<file path="config.mk">
export PLATFORM = sky130hd
export DESIGN_NAME = binary_morph_3x3
export DESIGN_NICKNAME = d
export VERILOG_FILES = /design/src/rtl/binary_morph_3x3_pkg.sv /design/src/rtl/binary_morph_3x3_line_buf_1b.sv /design/src/rtl/binary_morph_3x3.sv
export SDC_FILE = /design/constraint.sdc
export NUM_CORES = 2
export LEC_CHECK = 0
export ABC_AREA = 1
export BUFFER_PORTS_ARGS = -buffer_cell sky130_fd_sc_hd__buf_2
export CAP_MARGIN = 20
export CORE_AREA = 2 2 393 493
export CTS_BUF_LIST = sky130_fd_sc_hd__clkbuf_4 sky130_fd_sc_hd__clkbuf_8 sky130_fd_sc_hd__clkbuf_16
export CTS_CLUSTER_DIAMETER = 150
export DETAILED_ROUTE_END_ITERATION = 16
export DIE_AREA = 0 0 395 495
export PLACE_DENSITY = 0.68
export SYNTH_ARGS = -nofsm -noshare
export SYNTH_HDL_FRONTEND = slang
export SYNTH_HIERARCHICAL = 1
export SYNTH_SLANG_ARGS = --single-unit
</file>
<file path="constraint.sdc">
create_clock -name clk -period 13.5 [get_ports clk]
set_clock_uncertainty 0.2 [all_clocks]
set_input_delay 1.35 -clock clk [delete_from_list [all_inputs] [get_ports clk]]
set_output_delay 1.35 -clock clk [all_outputs]
set_load 0.02 [all_outputs]
</file>
<file path="src/rtl/binary_morph_3x3_pkg.sv">
// Shared definitions for the 3x3 binary morphology stage: op encodings and video coordinate width.
package binary_morph_3x3_pkg;

  localparam int XY_W = 12;

  typedef enum logic [1:0] {
    MORPH_BYPASS = 2'b00,
    MORPH_ERODE  = 2'b01,
    MORPH_DILATE = 2'b10,
    MORPH_EDGE   = 2'b11
  } morph_mode_e;

endpackage

</file>
<file path="src/rtl/binary_morph_3x3_line_buf_1b.sv">
// One-bit-wide simple dual-port line buffer, synchronous read, read-first on address collision.
module line_buf_1b #(
  parameter int AW = 10
) (
  input  logic          clk,
  input  logic          re,
  input  logic [AW-1:0] raddr,
  output logic          rdata,
  input  logic          we,
  input  logic [AW-1:0] waddr,
  input  logic          wdata
);

  logic mem [0:(1<<AW)-1];

  always_ff @(posedge clk) begin
    if (re) rdata <= mem[raddr];
    if (we) mem[waddr] <= wdata;
  end

endmodule

</file>
<file path="src/rtl/binary_morph_3x3.sv">
// 3x3 binary morphology (bypass/erode/dilate/edge) on a thresholded pixel stream, 2-clock latency.
module binary_morph_3x3
  import binary_morph_3x3_pkg::*;
#(
  parameter int AW        = 10,
  parameter bit VS_ACTIVE = 1'b1
) (
  input  logic            clk,
  input  logic            rst_n,
  input  logic            i_hs,
  input  logic            i_vs,
  input  logic            i_de,
  input  logic            i_bin,
  input  logic [XY_W-1:0] i_x,
  input  logic [XY_W-1:0] i_y,
  input  logic [1:0]      mode,
  output logic            o_bin,
  output logic [23:0]     o_data,
  output logic            o_hs,
  output logic            o_vs,
  output logic            o_de,
  output logic [XY_W-1:0] o_x,
  output logic [XY_W-1:0] o_y
);

  logic            lb0_rd, lb1_rd;
  logic            bin_p0, hs_p0, vs_p0, de_p0;
  logic [XY_W-1:0] x_p0, y_p0;
  logic            vs_prev;
  morph_mode_e     mode_q;
  logic [5:0]      win_p1;
  logic [2:0]      col_p0;
  logic [8:0]      window;
  logic            border;
  logic            bin_nxt;

  function automatic logic morph_op(input logic [8:0] w, input morph_mode_e m);
    logic res;
    case (m)
      MORPH_BYPASS: res = w[4];
      MORPH_ERODE:  res = &w;
      MORPH_DILATE: res = |w;
      MORPH_EDGE:   res = (|w) & ~(&w);
      default:      res = 1'b0;
    endcase
    return res;
  endfunction

  // lb0 holds row y-1; lb1 is refilled from lb0's output one cycle later, so it holds row y-2.
  line_buf_1b #(.AW(AW)) u_lb0 (
    .clk   (clk),
    .re    (i_de),
    .raddr (i_x[AW-1:0]),
    .rdata (lb0_rd),
    .we    (i_de),
    .waddr (i_x[AW-1:0]),
    .wdata (i_bin)
  );

  line_buf_1b #(.AW(AW)) u_lb1 (
    .clk   (clk),
    .re    (i_de),
    .raddr (i_x[AW-1:0]),
    .rdata (lb1_rd),
    .we    (de_p0),
    .waddr (x_p0[AW-1:0]),
    .wdata (lb0_rd)
  );

  // Stage p0: current column (rows y, y-1, y-2) aligned with the RAM read data.
  always_ff @(posedge clk or negedge rst_n) begin
    if (!rst_n) begin
      bin_p0  <= 1'b0;
      hs_p0   <= 1'b0;
      vs_p0   <= 1'b0;
      de_p0   <= 1'b0;
      x_p0    <= '0;
      y_p0    <= '0;
      vs_prev <= ~VS_ACTIVE;
      mode_q  <= MORPH_BYPASS;
    end else begin
      bin_p0  <= i_bin;
      hs_p0   <= i_hs;
      vs_p0   <= i_vs;
      de_p0   <= i_de;
      x_p0    <= i_x;
      y_p0    <= i_y;
      vs_prev <= i_vs;
      if (i_vs == VS_ACTIVE && vs_prev != VS_ACTIVE) mode_q <= morph_mode_e'(mode);
    end
  end

  assign col_p0  = {lb1_rd, lb0_rd, bin_p0};
  assign window  = {win_p1, col_p0};
  assign border  = (x_p0 < XY_W'(2)) || (y_p0 < XY_W'(2));
  assign bin_nxt = de_p0 && !border && morph_op(window, mode_q);

  // Stage p1: window shift and registered result; stale columns at line start are hidden by the border mask.
  always_ff @(posedge clk or negedge rst_n) begin
    if (!rst_n) begin
      win_p1 <= '0;
      o_bin  <= 1'b0;
      o_hs   <= 1'b0;
      o_vs   <= 1'b0;
      o_de   <= 1'b0;
      o_x    <= '0;
      o_y    <= '0;
    end else begin
      if (de_p0) win_p1 <= {win_p1[2:0], col_p0};
      o_bin <= bin_nxt;
      o_hs  <= hs_p0;
      o_vs  <= vs_p0;
      o_de  <= de_p0;
      o_x   <= x_p0;
      o_y   <= y_p0;
    end
  end

  assign o_data = {24{o_bin}};

endmodule

</file>
==> out/qor.csv <==
stage;metric;value;unit
status;status;complete, no violations;
pwr;pwr dens;135;mW/mm²
cells_and_area;final non-filler cell area;0.103;mm²
critical_path;Worst R2R Setup Slack;9.17;ns
critical_path;crit-path max cell delay;0.83;ns
critical_path;Crit-path slowest cell;buf_4;
critical_path;most frequent CP cell;nand3_1;
clock_tree;clock sinks;2114;
route;Routed Antenna Nets;0;
global_routing;global-route wire length before repair;416000;µm
route;Via density;5.97;
logic_synthesis;#FFs+latches synth;2114;
floorplanning;Die W;395;µm
cells_and_area;Syn-to-layout area delta;8.62;%
floorplanning;DIE HEIGHT;495;µm
clock_tree;cts bufs inserted;210;
route;Initial DRT Pass Iterations;6;
logic_synthesis;Cell Area, Synth;0.0949;mm²
floorplanning;Starting Density;49.6;%
timing;min cycle time layout;5.42;ns
floorplanning;die area;0.196;mm²
timing;Fin Hold WS;0.154;ns
min_path;hold depth;0;
min_path;critical hold path startpoint;hs_p0$_DFF_PN0_;
critical_path;RR Endpoint;u_lb1/mem[16]$_DFFE_PP_;
clock_tree;CTS tree;yes;
flow_run;maxcap violations;0;
cells_and_area;final layout net count;9162;
timing;setup violators final;0;
placed_design;DP Area;0.0955;mm²
route;Avg WL per Cell;23.9;µm
critical_path;Worst EP required;13.91;ns
critical_path;R2R depth;4;
pwr;Max IR drop VDD;0.000141;V
logic_synthesis;Post-Synthesis Net Count;9544;
critical_path;CP Cell Sequence;buf_8 > buf_4 > buf_4 > buf_4 > buf_4 > nand3_1 > nand3_1 > nand3_1 > nand3_1 > nand3_1 > nand3_1 > nand2_1 > nand2_1 > nand3_1 > nand3_1 > nand2_1;
clock_tree;Root Buffer;clkbuf_16;
logic_synthesis;Yosys warning total;6;
clock_tree;hold_buf cts;0;
timing;Fmax;184;MHz
clock_tree;Worst-path clk slew;0.06;ns
clock_tree;post-CTS sizing;0;
timing;Worst slew margin;14.5;%
timing;Max Slew Vio Count;0;
min_path;worst min path class;register to register;
timing;Slew @ Worst Pin;1.28;ns
global_routing;Global Route Usage Sum;28.3;%
floorplanning;# IOs;84;
global_routing;largest net degree at the start of global routing;285;
cells_and_area;layout cells sized above 1;7.13;%
critical_path;WP data arrival;5.84;ns
clock_tree;htree depth;4;
clock_tree;setup bufs post-CTS;0;
cells_and_area;Final Core Density;53.9;%
clock_tree;Worst-Skew Late Latency;0.87;ns
logic_synthesis;Synth Area per Inst;9.97;µm²
route;final wirelength;283000;µm
route;Vias;70794;
floorplanning;core box area;0.191;mm²
cells_and_area;layout filler cell count;16556;
global_routing;initial antenna violation count;7;
pwr;leakage;34.4;nW
timing;Period Utilization, post-route;40.2;%
logic_synthesis;library cells used by synthesis;23;
critical_path;CP endpoint kind;register;
clock_tree;maximum clock insertion buffer count;3;
logic_synthesis;post-synthesis sequential area ratio;66.6;%
global_routing;GRT overflow;0;
critical_path;CP Launch Type;input pin;
logic_synthesis;Cells after Synth;9512;
timing;Post-Route Setup TNS;0;ns
timing;unrepaired setup endpoints after global routing;no;
min_path;Hold Path End;o_hs$_DFF_PN0_;
timing;Final Hold Fails;0;
route;First DRT Iteration DRCs;10031;
critical_path;critical path peak fanout;66;
placed_design;Port Buffers;83;
placed_design;DP HPWL;133000;µm
placed_design;GP Congestion;0.837;
floorplanning;row cnt;180;
critical_path;Crit Reg-Reg Startpoint;u_lb0/rdata$_DFFE_PP_;
route;drt drc;0;
global_routing;vias in the first global route;67302;
critical_path;CP Class;input pin to register;
[placed cells by master, fill, tap and decap left out, types with 6 or more instances in the layout]
cell type,instances
nand3_2,6
edfxtp_1,2050
buf_12,10
buf_16,27
buf_4,132
buf_2,77
clkbuf_4,57
nand2_1,2180
clkinv_2,40
nand3_1,2038
nor2_1,2101
clkbuf_16,211
nand4_1,15
clkinv_1,53
bufinv_16,10
buf_8,8
nand2_2,39
dfrtp_1,63
nor3_1,45
inv_1,90
[where the power goes]
group / switching, mW / total [mW] / internal [mW]
clock network: 2.52 / 5.72 / 3.21
registers: 0.0130 / 7.27 / 7.26
logic: 0.707 / 0.906 / 0.199
total: 3.24 / 13.9 / 10.7
[cell usage after synthesis, drive strengths merged]
master,number,area (µm²)
nand2,2224,8350
nor2,2103,7890
edfxtp,2050,61600
nand3,2044,10200
buf,457,2940
clkbuf,392,1470
inv,102,393
dfrtp,64,1600
nor3,49,265
nand4,15,93.8
o21ai,5,25.0
a21oi,2,13.8
and2,2,12.5
mux2,2,22.5
or2,1,6.26
[worst max path at each step]
stage / start / end / cells past startpoint
4_1_cts: i_x[1] / u_lb1/rdata$_DFFE_PP_ / 16
3_5_place_dp: i_x[1] / u_lb1/rdata$_DFFE_PP_ / 16
6_report: i_x[1] / u_lb1/rdata$_DFFE_PP_ / 16
3_3_place_gp: i_x[1] / u_lb1/rdata$_DFFE_PP_ / 16
5_1_grt: i_x[1] / u_lb1/rdata$_DFFE_PP_ / 16
2_1_floorplan: u_lb0/rdata$_DFFE_PP_ / u_lb1/mem[0]$_DFFE_PP_ / 0
[worst max-delay path: cells and delay by family]
kind          cells  cell delay, ns
buf+inv           5            3.08
simple gates     11            1.26
[registers in the layout, indices dropped and copies added, names as in the netlist, 2 cells and up]
signal / flops
o_x: 12
u_lb0/mem: 1024
y_p0: 12
u_lb1/mem: 1024
o_y: 12
x_p0: 12
mode_q: 2
win_p1: 6
[through the flow]
| stage | worst slack, ns | power [mW] | std cells |
|---|---|---|---|
| after CTS | 8.26 | 13.9 | 11826 |
| after global placement | 7.40 | 8.27 | 11432 |
| after global routing | 7.94 | 14.3 | 11857 |
| final | 8.08 | 13.9 | 11857 |
| after floorplan | -1.44 | 8.07 | 9512 |
| after detailed placement | 7.34 | 8.28 | 11436 |
[cell families (layout without fill, tap and decap cells)]
logic type | Yosys count | in the layout | synth area share, %
buf+inv | 951 | 747 | 5.06
flops | 2114 | 2114 | 66.6
mux | 2 | 2 | 0.0237
other cells | 0 | 1 | 0
compound gates | 7 | 7 | 0.0409
simple gates | 6438 | 6438 | 28.3
[area by class of cell]
cell class              instances  area [µm²]  share of cell area, %
multi-input cells            6447       27100                   26.3
well taps                    2548        3190                   3.09
clock buffers                 272        5760                   5.59
repair buffers                255        2450                   2.38
clock inverters               118         962                  0.934
flip-flops and latches       2114       63200                   61.3
inverters                     102         443                  0.430
diodes                          1        2.50                0.00243
[layer usage]
layer	wire length [µm]	share of wire (%)	global-route usage, %
met1	102000	36	35.6
met2	136000	48	47.3
met3	29900	11	4.69
met4	15000	5.3	14.2
met5	33	0.012	0
No activity file was read; power rests on OpenSTA's default activity.
